`src/rtl/cv32e40p_pkg.sv`:
```
// Shared types for the TMR PMP scrubber: FSM states, entry classification
// and the three-way compare/majority helper.
package cv32e40p_pkg;

    localparam int TMR_MAX_W = 64;

    typedef enum logic [1:0] {
        S_IDLE = 2'd0,
        S_SCAN = 2'd1,
        S_CORR = 2'd2,
        S_DONE = 2'd3
    } scrub_state_e;

    typedef enum logic [1:0] {
        FT_CLEAN  = 2'd0,
        FT_SINGLE = 2'd1,
        FT_UNCORR = 2'd2
    } fault_t;

    typedef struct packed {
        fault_t                 ft;
        logic [2:0]             faulty;
        logic [TMR_MAX_W-1:0]   majority;
    } tmr_class_t;

    // Classify one entry across the three replicas; faulty is one-hot with bit0=replica 1.
    function automatic tmr_class_t tmr_classify(input logic [TMR_MAX_W-1:0] a,
                                                input logic [TMR_MAX_W-1:0] b,
                                                input logic [TMR_MAX_W-1:0] c);
        tmr_class_t r;
        r.ft       = FT_CLEAN;
        r.faulty   = 3'b000;
        r.majority = a;
        if (a == b && b == c) begin
            r.ft = FT_CLEAN;
        end else if (a == b) begin
            r.ft       = FT_SINGLE;
            r.faulty   = 3'b100;
            r.majority = a;
        end else if (a == c) begin
            r.ft       = FT_SINGLE;
            r.faulty   = 3'b010;
            r.majority = a;
        end else if (b == c) begin
            r.ft       = FT_SINGLE;
            r.faulty   = 3'b001;
            r.majority = b;
        end else begin
            r.ft       = FT_UNCORR;
            r.majority = '0;
        end
        return r;
    endfunction

endpackage

```
`src/rtl/cv32e40p_tmr_entry_cmp.sv`:
```
// Combinational compare/majority of one entry across three replicas.
module cv32e40p_tmr_entry_cmp
    import cv32e40p_pkg::*;
#(
    parameter int WIDTH = 32
) (
    input  logic [WIDTH-1:0] a,
    input  logic [WIDTH-1:0] b,
    input  logic [WIDTH-1:0] c,
    output fault_t           ft,
    output logic [2:0]       faulty,
    output logic [WIDTH-1:0] majority
);

    tmr_class_t cls;

    assign cls      = tmr_classify(TMR_MAX_W'(a), TMR_MAX_W'(b), TMR_MAX_W'(c));
    assign ft       = cls.ft;
    assign faulty   = cls.faulty;
    assign majority = cls.majority[WIDTH-1:0];

    // Upper bits of the widened majority are always zero here.
    if (WIDTH < TMR_MAX_W) begin : g_unused_hi
        logic unused_hi;
        assign unused_hi = ^cls.majority[TMR_MAX_W-1:WIDTH];
    end

endmodule

```
`src/rtl/cv32e40p_tmr_scrubber_2d.sv`:
```
// Sequential scrubber for the triplicated PMP config/address arrays.
// Optional corrected-error counter: define CV32E40P_SCRUB_ERR_CNT_EN.
//
// state  | meaning
// IDLE   | waiting for start_i
// SCAN   | comparing entry idx across the three replicas
// CORR   | holding correction request until corr_gnt_i
// DONE   | last entry finished, pulse done_o
module cv32e40p_tmr_scrubber_2d
    import cv32e40p_pkg::*;
#(
    parameter int N_PMP_ENTRIES = 16,
    parameter int WIDTH         = 32,
    parameter int CNT_W         = 8,
    localparam int IDX_W        = $clog2(N_PMP_ENTRIES)
) (
    input  logic             clk,
    input  logic             rst,
    input  logic             start_i,
    input  logic             abort_i,
    input  logic             clr_i,
    input  logic [WIDTH-1:0] res1_i [N_PMP_ENTRIES],
    input  logic [WIDTH-1:0] res2_i [N_PMP_ENTRIES],
    input  logic [WIDTH-1:0] res3_i [N_PMP_ENTRIES],
    output logic             busy_o,
    output logic             done_o,
    output logic             corr_req_o,
    input  logic             corr_gnt_i,
    output logic [IDX_W-1:0] corr_idx_o,
    output logic [WIDTH-1:0] corr_data_o,
    output logic [2:0]       corr_we_o,
    output logic             fault_o,
    output logic             uncorr_o,
    output logic [IDX_W-1:0] uncorr_idx_o,
    output logic [CNT_W-1:0] err_cnt_o
);

    localparam logic [IDX_W-1:0] LAST_IDX = IDX_W'(N_PMP_ENTRIES - 1);

    scrub_state_e     state;
    logic [IDX_W-1:0] idx;
    fault_t           ft;
    logic [2:0]       faulty;
    logic [WIDTH-1:0] majority;
    logic             fault_set;
    logic             uncorr_set;

    cv32e40p_tmr_entry_cmp #(.WIDTH(WIDTH)) u_cmp (
        .a        (res1_i[idx]),
        .b        (res2_i[idx]),
        .c        (res3_i[idx]),
        .ft       (ft),
        .faulty   (faulty),
        .majority (majority)
    );

    assign fault_set  = (state == S_CORR) && corr_gnt_i && !abort_i;
    assign uncorr_set = (state == S_SCAN) && (ft == FT_UNCORR) && !abort_i;

    // Scan FSM, index counter and correction handshake registers.
    always_ff @(posedge clk) begin
        if (rst) begin
            state       <= S_IDLE;
            idx         <= '0;
            busy_o      <= 1'b0;
            done_o      <= 1'b0;
            corr_req_o  <= 1'b0;
            corr_idx_o  <= '0;
            corr_data_o <= '0;
            corr_we_o   <= 3'b000;
        end else begin
            done_o <= 1'b0;
            if (abort_i) begin
                state      <= S_IDLE;
                idx        <= '0;
                busy_o     <= 1'b0;
                corr_req_o <= 1'b0;
                corr_we_o  <= 3'b000;
            end else begin
                case (state)
                    S_IDLE: begin
                        if (start_i) begin
                            state  <= S_SCAN;
                            idx    <= '0;
                            busy_o <= 1'b1;
                        end
                    end
                    S_SCAN: begin
                        if (ft == FT_SINGLE) begin
                            state       <= S_CORR;
                            corr_req_o  <= 1'b1;
                            corr_idx_o  <= idx;
                            corr_data_o <= majority;
                            corr_we_o   <= faulty;
                        end else if (idx == LAST_IDX) begin
                            state <= S_DONE;
                        end else begin
                            idx <= idx + 1'b1;
                        end
                    end
                    S_CORR: begin
                        if (corr_gnt_i) begin
                            corr_req_o <= 1'b0;
                            corr_we_o  <= 3'b000;
                            if (idx == LAST_IDX) begin
                                state <= S_DONE;
                            end else begin
                                state <= S_SCAN;
                                idx   <= idx + 1'b1;
                            end
                        end
                    end
                    S_DONE: begin
                        done_o <= 1'b1;
                        busy_o <= 1'b0;
                        idx    <= '0;
                        state  <= S_IDLE;
                    end
                    default: state <= S_IDLE;
                endcase
            end
        end
    end

    // Sticky fault status; a same-cycle set wins over clr_i.
    always_ff @(posedge clk) begin
        if (rst) begin
            fault_o      <= 1'b0;
            uncorr_o     <= 1'b0;
            uncorr_idx_o <= '0;
        end else begin
            if (fault_set) begin
                fault_o <= 1'b1;
            end else if (clr_i) begin
                fault_o <= 1'b0;
            end
            if (uncorr_set) begin
                uncorr_o <= 1'b1;
                if (!uncorr_o || clr_i) begin
                    uncorr_idx_o <= idx;
                end
            end else if (clr_i) begin
                uncorr_o     <= 1'b0;
                uncorr_idx_o <= '0;
            end
        end
    end

`ifdef CV32E40P_SCRUB_ERR_CNT_EN
    logic [CNT_W-1:0] err_cnt_q;

    // Saturating count of completed corrections.
    always_ff @(posedge clk) begin
        if (rst) begin
            err_cnt_q <= '0;
        end else if (fault_set) begin
            if (clr_i) begin
                err_cnt_q <= CNT_W'(1);
            end else if (!(&err_cnt_q)) begin
                err_cnt_q <= err_cnt_q + 1'b1;
            end
        end else if (clr_i) begin
            err_cnt_q <= '0;
        end
    end

    assign err_cnt_o = err_cnt_q;
`else
    assign err_cnt_o = '0;
`endif

endmodule
```
`config.mk`:
```
export PLATFORM = sky130hd
export DESIGN_NAME = cv32e40p_tmr_scrubber_2d
export DESIGN_NICKNAME = d
export VERILOG_FILES = /design/src/rtl/cv32e40p_pkg.sv /design/src/rtl/cv32e40p_tmr_entry_cmp.sv /design/src/rtl/cv32e40p_tmr_scrubber_2d.sv
export SDC_FILE = /design/constraint.sdc
export NUM_CORES = 1
export LEC_CHECK = 0
export BUFFER_PORTS_ARGS = -buffer_cell sky130_fd_sc_hd__buf_2
export CAP_MARGIN = 5
export CORE_AREA = 4 4 614 616
export CTS_BUF_LIST = sky130_fd_sc_hd__clkbuf_8
export DETAILED_ROUTE_END_ITERATION = 6
export DIE_AREA = 0 0 618 620
export PLACE_DENSITY = 0.3
export SKIP_LAST_GASP = 1
export SLEW_MARGIN = 20
export SYNTH_ARGS = -nofsm -noshare
export SYNTH_HDL_FRONTEND = slang
export SYNTH_SLANG_ARGS = --single-unit
```
`constraint.sdc`:
```
create_clock -name clk -period 6.1 [get_ports clk]
set_input_delay 0.305 -clock clk [delete_from_list [all_inputs] [get_ports clk]]
set_output_delay 0.305 -clock clk [all_outputs]
set_load 0.01 [all_outputs]
```
==> summary.md, run 1 <==
| Metric | Value |
|---|---|
| Outcome | finished clean |
| Post-synth top flop | dfxtp_1 |
| Worst Setup EP | idx[0]$_SDFFE_PP0P_ |
| Critical path's largest stage delay | 780 ps |
| Final Max Tran Viols | 0 |
| Cell Pwr Density | 69.8 mW/mm^2 |
| Reg2reg end | idx[0]$_SDFFE_PP0P_ |
| Largest family of logic cells by synthesized area | multiplexers |
| Critical-path maximum fanout | 41 |
| Min-Delay Path Class | in -> reg |
| Max clock buf depth | 2 |
| R2R cell count | 13 |
| Worst EP required | 6390 ps |
| Clk sinks | 54 |
| Largest net degree at the start of global routing | 47 |
| Max-cap check violation count | 0 |
| Slew HR | 18.6% |
| Simple-Gate Fraction of Synth Area | 10.1% |
| First-pass GRT wire length | 359000 um |
| Peak Freq | 175 MHz |
| I/O Pins | 1598 |
| Top-count cell post-synth | mux2i_1 |
| Post-synth top area share | 35.3% |
| Unique masters post-synth | 69 |
| Cell leakage power | 12.6 nW |
| DR WL/cell | 36.1 um |
| Detailed Route Iter0 Violations | 1653 |
| Cell count after placement | 8383 |
| RSZ-0062 raised after global routing | no |
| Seq/Total Area, Yosys | 6.12% |
| Ys async rst share | 0% |
| Root Driver | clkbuf_8 |
| Initial Util | 4.76% |
| Final setup margin | 376 ps |
| Die Y | 620 um |
| Avg Cell Area, Syn | 9.98 um^2 |
| Post-CTS Setup Repair Bufs | 0 |
| Synth area leader | mux4_2 |
| CP Depth | 13 |
| GRT Overall Usage | 15.1% |
| IO buf count | 1589 |
| WP buf/inv | 3 |
| Final TNS setup | 0 ps |
| Xor-xnor portion of the synthesized cell area | 9.41% |
| DR pass1 iterations | 5 |
| Synth Area in Compound Gates | 13.8% |
| Fill cell count | 43600 |
| Area of the mapped netlist | 0.0177 mm^2 |
| Core ar. | 0.371 mm^2 |
| Worst VDD drop | 0.0876 mV |
| Routed WL | 305000 um |
| H-tree levels | 2 |
| CTS tree | built |
| # setup viols final | 0 |
| Rows | 224 |
| DP HPWL | 284000 um |
| Final Skew | 28.7 ps |
| CP Capture Type | flop |
| Die width | 618 um |
| Post-layout min period | 5720 ps |
| Worst path top cell family by delay | simple AND/OR/NAND/NOR gates |
| Vias in the first global route | 25700 |
| Synth warn | 0 |
| Cells after Synth | 1772 |
| Crit path from | idx[2]$_SDFFE_PP0P_ |
| TritonCTS buffer count | 5 |
| FF-to-FF setup slack | 380 ps |
| Yosys reg bits | 54 |
| Drt drc | 0 |
| Layout cell share with drive strength beyond 1 | 63.7% |
| Floorplan die area | 0.383 mm^2 |
| Final net count | 4965 |
| Worst Tran Pin Value | 1210 ps |
| Final Non-Filler Cells | 8441 |
| Adder-Cell Fraction of Synth Area | 0.354% |
| WS Path Type | reg -> reg |
| Multiplexer share of the synthesized area | 53.1% |
| Period utilization | 93.8% |
| Number of synthesized flops with an enable pin | 0 |
| Post-route ant nets | 0 |
| Pre-CTS setup slack | 48.3 ps |
| Commonest cells in the netlist | mux2i_1 (284), mux4_2 (277), nand2_1 (172) |
| Initial antenna violation count | 348 |
| Vias/cell | 3.00 |
| Clk_lat worst skew | 380 ps |
| Clock slew at reported path FFs | 140 ps |
| Final Hold Fails | 0 |
| Synth area leaders | mux4_2 (35%), mux2i_1 (16%), dfxtp_1 (6.1%) |
| Worst Path Arrival | 6010 ps |
| Slowest-stage cell, CP | nor4_1 |
| FF-to-FF Start | idx[2]$_SDFFE_PP0P_ |
| Worst setup SP type | flop |
| Final global-route overflow total | 0 |
| Vias post-DR | 25300 |
| GPL Wtd Cong | 0.937 |
| Crit-path cells | buf_12 -> buf_4 -> mux4_2 -> mux2i_1 -> buf_4 -> xor2_1 -> nor4_1 -> a31oi_1 -> or4_1 -> or2_1 -> a31o_4 -> or2_1 -> o22ai_1 |
| Area Growth Syn to Fin | 87.1% |
## area by class of cell
cell class,count,area [um^2],area share [%]
tap,4972,6220,18.8
multi-input combinational,1526,15500,46.9
clock buffer,5,68.8,0.208
inverter,12,55.1,0.166
timing repair buffer,1819,9960,30.1
sequential,54,1100,3.31
antenna,50,125,0.378
clock inverter,3,28.8,0.0870
## tightest hold or removal path: cells and delay by family
kind / cells / cell delay (ps)
AO/OA/AOI/OAI: 1 / 40
buffers and inverters: 1 / 100
AND/OR/NAND/NOR: 3 / 200
## kinds of logic after synthesis
logic type,after synthesis
mux,581
compound gates,350
buf+inv,199
fa+ha+maj,5
xor+xnor,190
other cells,1
flops,54
simple gates,392
## cells in the final DEF, fill, tap and decap left out, types with 12 or more instances in the layout
master / count
a21oi_1: 50
a221oi_1: 12
a22oi_1: 102
a311oi_1: 14
and2_1: 15
buf_12: 22
buf_2: 1589
buf_4: 206
dfxtp_1: 50
diode_2: 50
mux2_2: 15
mux2i_1: 272
mux2i_2: 12
mux4_2: 277
nand2_1: 172
nand3_1: 15
nand4_1: 27
nor2_1: 70
nor3_1: 28
nor4_1: 14
o21ai_0: 50
o21ai_1: 22
o22ai_1: 20
xnor2_1: 102
xor2_1: 88
## per-layer routing
metal	up-vias	share of wire (%)	GRT usage, %
met2	1668	50	27.3
li1	10500	-	-
met4	144	1.8	1.38
met5	-	0.31	0
met3	553	8.7	5.49
met1	12500	39	17.4
## timing repair
item / in CTS / in global routing
gates resized for setup: 0 / 1
endpoints found under the setup margin: 0 / 45
hold buffers: 0 / 0
## stage by stage
step	util, %	total power (W)	hold WS (ps)	cell area (um^2)
floorplan	-	0.000873	476	17700
global placement	8.84	0.00212	455	32800
detailed placement	8.84	0.00212	448	32800
CTS	8.87	0.00239	263	32900
global route	8.89	0.00244	302	33000
finish	8.91	0.00231	295	33100
## worst min path at each step
stage | cells after the start | to | slack (ps) | from
CTS | 5 | busy_o$_SDFFE_PP0P_ | 260 | start_i
detailed placement | 2 | corr_data_o[7]$_SDFFE_PP0P_ | 450 | corr_data_o[7]$_SDFFE_PP0P_
global placement | 2 | corr_data_o[5]$_SDFFE_PP0P_ | 460 | corr_data_o[5]$_SDFFE_PP0P_
finish | 5 | busy_o$_SDFFE_PP0P_ | 290 | start_i
floorplan | 2 | corr_data_o[16]$_SDFFE_PP0P_ | 480 | corr_data_o[16]$_SDFFE_PP0P_
global route | 5 | busy_o$_SDFFE_PP0P_ | 300 | start_i
## flip-flops by register name, indices dropped and copies added (netlist names)
name and count:
busy_o 1, corr_data_o 32, corr_idx_o 4, corr_req_o 1, corr_we_o 3, done_o 1, fault_o 1, idx 4
state 2, uncorr_idx_o 4, uncorr_o 1
## power by group
part           switching [W]  internal, W  total, W
registers         0.00000408     0.000352  0.000356
clock network       0.000178    0.0000863  0.000265
logic               0.000954     0.000732   0.00169
total                0.00114      0.00117   0.00231
No activity file was read; power rests on OpenSTA's default activity.
==> run 2: changes to the inputs <==
CORE_AREA = 5 5 612 614   (was 4 4 614 616)
DIE_AREA = 0 0 617 619   (was 0 0 618 620)
==> run 2 against run 1 <==
  * Global-route usage up 0.42 points
  * Non-clock buffer count down 15
  * Clock-buffer cell count unchanged
  * Combinational power about the same
  * Clock power up 6%
  * Maximum frequency about the same
==> summary.md, run 2 (synthesis gave the netlist of run 1 again) <==
| Metric | Value |
|---|---|
| Switch share | 49.4% |
| Max reg flops | 32 |
| Crit-path cells | buf_12 -> buf_12 -> mux2i_2 -> o22ai_1 -> buf_4 -> a21oi_4 -> xnor2_1 -> nand4_1 -> a2111oi_0 -> a21oi_1 -> or4_4 -> or2_1 -> a31o_4 -> or2_1 -> o22ai_1 |
| Slowest-stage cell, CP | or4_4 |
| Final hold slack | 283 ps |
| Final Skew | 39.3 ps |
| First-pass GRT wire length | 368000 um |
| Worst VDD drop | 0.0761 mV |
| Cell leakage power | 12.5 nW |
| Area Growth Syn to Fin | 86.4% |
| I/O Pins | 1598 |
| TritonCTS buffer count | 5 |
| Hold Crit Depth | 5 |
| RSZ-0062 raised after global routing | no |
| DR pass1 iterations | 7 |
| Clock slew at reported path FFs | 170 ps |
| Tot Pwr | 0.00230 W |
| Detailed Route Iter0 Violations | 1727 |
| FF-to-FF Start | idx[2]$_SDFFE_PP0P_ |
| Peak Freq | 175 MHz |
| Core ar. | 0.368 mm^2 |
| Most common cell after layout, fill and taps aside | buf_2 |
| Final net count | 4950 |
| Final setup margin | 371 ps |
| Largest net degree at the start of global routing | 79 |
| Fin area | 0.0329 mm^2 |
| R2R cell count | 15 |
| H-tree levels | 2 |
| Outcome | finished clean |
| Vias/cell | 3.05 |
| CTS tree | built |
| Routed WL | 312000 um |
| Initial antenna violation count | 362 |
| Critical-path maximum fanout | 29 |
| Logic gate share of total power | 72.3% |
| Cell Int Power | 0.00117 W |
| Critical path's largest stage delay | 640 ps |
| Final Max Tran Viols | 0 |
| Worst Tran Pin Value | 1140 ps |
| Clk_lat worst skew | 410 ps |
| GRT Overall Usage | 15.5% |
| Die Y | 619 um |
| Initial Util | 4.80% |
| Fill cell count | 43100 |
| NetSw | 0.00114 W |
| WS Path Type | reg -> reg |
| Min-Delay Path Class | in -> reg |
| Final global-route overflow total | 0 |
| Slew HR | 23.7% |
| Worst Path Arrival | 6070 ps |
| WP buf/inv | 3 |
| Period utilization | 93.9% |
| Final TNS setup | 0 ps |
| Hold Crit Endpoint | busy_o$_SDFFE_PP0P_ |
| Max clock buf depth | 2 |
| Die width | 617 um |
| CP Capture Type | flop |
| Post-layout min period | 5730 ps |
| Floorplan die area | 0.382 mm^2 |
| Vias post-DR | 25300 |
| Drt drc | 0 |
| Root Driver | clkbuf_8 |
| Pre-CTS setup slack | -544 ps |
| # setup viols final | 0 |
| Seq pwr share | 15.5% |
| Reg2reg end | idx[0]$_SDFFE_PP0P_ |
| GPL Wtd Cong | 0.920 |
| Rows | 223 |
| Worst EP required | 6440 ps |
| Commonest non-fill, non-tap cells in the layout | buf_2 (1589), mux4_2 (277), mux2i_1 (269), buf_4 (187), nand2_1 (172) |
| FF-to-FF setup slack | 370 ps |
| Clk sinks | 54 |
| Final Hold Fails | 0 |
| Biggest register | corr_data_o |
| DP HPWL | 289000 um |
| Worst setup SP type | flop |
| Clock power share | 12.2% |
| DR WL/cell | 37.5 um |
| Vias in the first global route | 26100 |
| Cell Pwr Density | 69.9 mW/mm^2 |
| Max-cap check violation count | 0 |
| Worst path top cell family by delay | compound AO/OA/AOI/OAI gates |
| Post-route ant nets | 0 |
| Area post-placement | 0.0326 mm^2 |
| Layout cell share with drive strength beyond 1 | 63.8% |
| IO buf count | 1589 |
| Hold_sp | start_i |
run 2: cell count changes in the layout (fill, tap and decap cells not counted), moves of 2 or more:
| cell | delta |
|---|---|
| mux2i_4 | +2 |
| buf_12 | +3 |
| mux2i_1 | -3 |
| inv_6 | +2 |
| buf_4 | -19 |
| diode_2 | +21 |
| o21ai_1 | -3 |
| o21ai_0 | -2 |
| o21ai_2 | +5 |
run 2: area by class of cell:
cell class | instances | area (um^2) | share of cell area [%]
flip-flops and latches | 54 | 1100 | 3.33
diodes | 71 | 178 | 0.539
inverters | 12 | 55.1 | 0.167
clock buffers | 5 | 68.8 | 0.209
repair buffers | 1804 | 9890 | 30.0
well taps | 4837 | 6050 | 18.4
clock inverters | 3 | 26.3 | 0.0797
multi-input cells | 1526 | 15600 | 47.3
run 2: per-layer routing:
layer,part of all wire (%),routed length [um],GRT usage [%],up-vias
li1,-,-,-,10500
met1,39,121000,17.7,12600
met2,51,159000,28.6,1571
met3,7.8,24200,5.02,549
met4,2.2,6760,2.09,138
met5,0.29,903,0,-
run 2: tightest hold or removal path: cells and delay by family:
| family | cells | cell delay, ps |
|---|---|---|
| AO/OA/AOI/OAI | 1 | 50 |
| buffers and inverters | 1 | 90 |
| AND/OR/NAND/NOR | 3 | 180 |
run 2: worst max-delay path by stage:
stage	from	depth (start not counted)	slack, ps	end
global placement	idx[2]$_SDFFE_PP0P_	15	-1090	corr_data_o[25]$_SDFFE_PP0P_
floorplan	idx[1]$_SDFFE_PP0P_	15	2100	idx[0]$_SDFFE_PP0P_
CTS	idx[2]$_SDFFE_PP0P_	15	60	idx[0]$_SDFFE_PP0P_
global route	idx[2]$_SDFFE_PP0P_	15	50	idx[0]$_SDFFE_PP0P_
detailed placement	idx[2]$_SDFFE_PP0P_	15	-540	corr_data_o[22]$_SDFFE_PP0P_
finish	idx[2]$_SDFFE_PP0P_	15	370	idx[0]$_SDFFE_PP0P_
run 2: repair_timing:
action                                  CTS  global route
resized for setup                         4             1
endpoints found under the setup margin   50            11
hold buffers                              0             0
buffers inserted                          0             1
run 2: power by group through the flow:
| stage | sequential, W | combinational, W | clock, W |
|---|---|---|---|
| floorplan | 0.000363 | 0.000510 | 0 |
| global placement | 0.000364 | 0.00173 | 0 |
| detailed placement | 0.000364 | 0.00174 | 0 |
| CTS | 0.000357 | 0.00175 | 0.000301 |
| global route | 0.000357 | 0.00179 | 0.000298 |
| finish | 0.000357 | 0.00166 | 0.000280 |
run 2: metrics by stage:
stage               util (%)  std cells
floorplan                  -       1779
global placement        8.85       8228
detailed placement      8.87       8232
CTS                     8.90       8240
global route            8.92       8271
finish                  8.95       8312
==> run 3: changes to the inputs <==
CTS_CLUSTER_SIZE = 20   (was unset)
MAX_ROUTING_LAYER = met4   (was unset)
==> run 3 against run 2 <==
  * Critical path depth is 2 lower
  * Global-route usage up 0.41 points
  * Final cell count is 0.64% higher
  * Wire length is 0.37% lower
  * Sequential share of layout area barely moved
  * Register-to-register slack barely moved
  * Hold slack gained 7.8 ps
  * Clock skew is 8.1 ps lower
  * Final area is essentially flat
  * Setup slack improved by 9.4 ps
  * Critical endpoint is now corr_data_o[25]$_SDFFE_PP0P_
  * Combinational power about the same
==> summary.md, run 3 (synthesis gave the netlist of run 1 again) <==
| Metric | Value |
|---|---|
| Layout cell share with drive strength beyond 1 | 63.5% |
| Cell leakage power | 12.4 nW |
| Post-CTS Setup Repair Bufs | 0 |
| Worst Path Arrival | 5990 ps |
| Biggest register | corr_data_o |
| Max reg flops | 32 |
| Peak Freq | 175 MHz |
| Initial Util | 4.80% |
| Floorplan die area | 0.382 mm^2 |
| DP HPWL | 289000 um |
| IO buf count | 1589 |
| Root Driver | clkbuf_8 |
| H-tree levels | 2 |
| Period utilization | 93.8% |
| Slew HR | 20.0% |
| I/O Pins | 1598 |
| Most common cell after layout, fill and taps aside | buf_2 |
| Initial antenna violation count | 357 |
| Cell count after placement | 8211 |
| GPL Wtd Cong | 0.928 |
| Clock slew at reported path FFs | 140 ps |
| Max-cap check violation count | 0 |
| First-pass GRT wire length | 366000 um |
| Die Y | 619 um |
| Detailed Route Iter0 Violations | 1900 |
| Final Hold Fails | 0 |
| Worst EP required | 6370 ps |
| Final Non-Filler Cells | 8365 |
| TritonCTS buffer count | 5 |
| Cell Pwr Density | 69.6 mW/mm^2 |
| Commonest non-fill, non-tap cells in the layout | buf_2 (1589), mux4_2 (277), mux2i_1 (270), nand2_1 (172), buf_4 (167) |
| CP Capture Type | flop |
| Routed WL | 311000 um |
| DR WL/cell | 37.1 um |
| Vias post-DR | 25000 |
| Post-layout min period | 5720 ps |
| GRT Overall Usage | 15.9% |
| Drt drc | 0 |
| # setup viols final | 0 |
| Die width | 617 um |
| Worst VDD drop | 0.0799 mV |
| RSZ-0062 raised after global routing | no |
| Post-route ant nets | 0 |
| DR pass1 iterations | 7 |
| Core ar. | 0.368 mm^2 |
| Largest net degree at the start of global routing | 73 |
| Rows | 223 |
| Critical-path maximum fanout | 35 |
| Outcome | finished clean |
| CTS tree | built |
| Final hold slack | 291 ps |
| Worst Tran Pin Value | 1200 ps |
| Final net count | 4928 |
| Tot Pwr | 0.00229 W |
| Final Skew | 31.2 ps |
| Final global-route overflow total | 0 |
| WS Path Type | reg -> reg |
| Final Max Tran Viols | 0 |
| Clk_lat worst skew | 400 ps |
| Vias in the first global route | 26000 |
| Max clock buf depth | 2 |
| Worst setup SP type | flop |
| Area Growth Syn to Fin | 86.3% |
| Min-Delay Path Class | in -> reg |
| Clk sinks | 54 |
| Vias/cell | 2.99 |
| CTS Hold Bufs | 0 |
[run 3: final timing paths]
path	slack (ps)	end	cells past startpoint	startpoint
max	380	corr_data_o[25]$_SDFFE_PP0P_	13	idx[0]$_SDFFE_PP0P_
min reg2reg	460	corr_data_o[20]$_SDFFE_PP0P_	2	corr_data_o[20]$_SDFFE_PP0P_
min	290	uncorr_o$_SDFFE_PP0P_	4	clr_i
max reg2reg	380	corr_data_o[25]$_SDFFE_PP0P_	13	idx[0]$_SDFFE_PP0P_
[run 3: critical path, cell delays in order, from the launching register on]
cell	delay, ps
dfxtp_4	850
buf_12	300
buf_4	290
mux4_2	520
o21ai_1	170
buf_4	290
xor2_1	730
nand4_1	270
a2111oi_2	410
nand3_1	300
and2_2	550
buf_4	280
a311oi_1	300
nor3_1	100
[run 3: metrics by stage]
stage | instance area [um^2] | util [%] | setup TNS [ps] | setup WS [ps]
2_1_floorplan | 17700 | - | 0 | 2100
3_3_place_gp | 32400 | 8.81 | -3430 | -183
3_5_place_dp | 32500 | 8.82 | 0 | 192
4_1_cts | 32600 | 8.84 | 0 | 145
5_1_grt | 32900 | 8.93 | 0 | 68.0
6_report | 32900 | 8.95 | 0 | 380
[run 3: area by class of cell]
class	count	area, um^2
Tap cell	4837	6050
Fill cell	43000	335000
Multi-Input combinational cell	1526	15600
Clock buffer	5	68.8
Inverter	12	55.1
Sequential cell	54	1100
Clock inverter	3	26.3
Antenna cell	146	365
Timing Repair Buffer	1782	9720
[run 3: report_power, final]
group          internal (W)  switching [W]  total, W
sequential         0.000352     0.00000491  0.000357
combinational      0.000727       0.000942   0.00167
clock             0.0000855       0.000179  0.000264
[run 3: per-layer routing]
metal / up-vias / GRT usage, % / wire [um]
met3: 375 / 5.90 / 28300
met2: 1578 / 28.7 / 160000
met4: 0 / 1.18 / 4120
met1: 12500 / 17.3 / 118000
li1: 10500 / - / -
met5: - / - / 0
[run 3: what timing repair did]
action,in CTS,in global routing
resized for setup,0,4
endpoints found under the hold margin,0,0
endpoints found under the setup margin,0,22
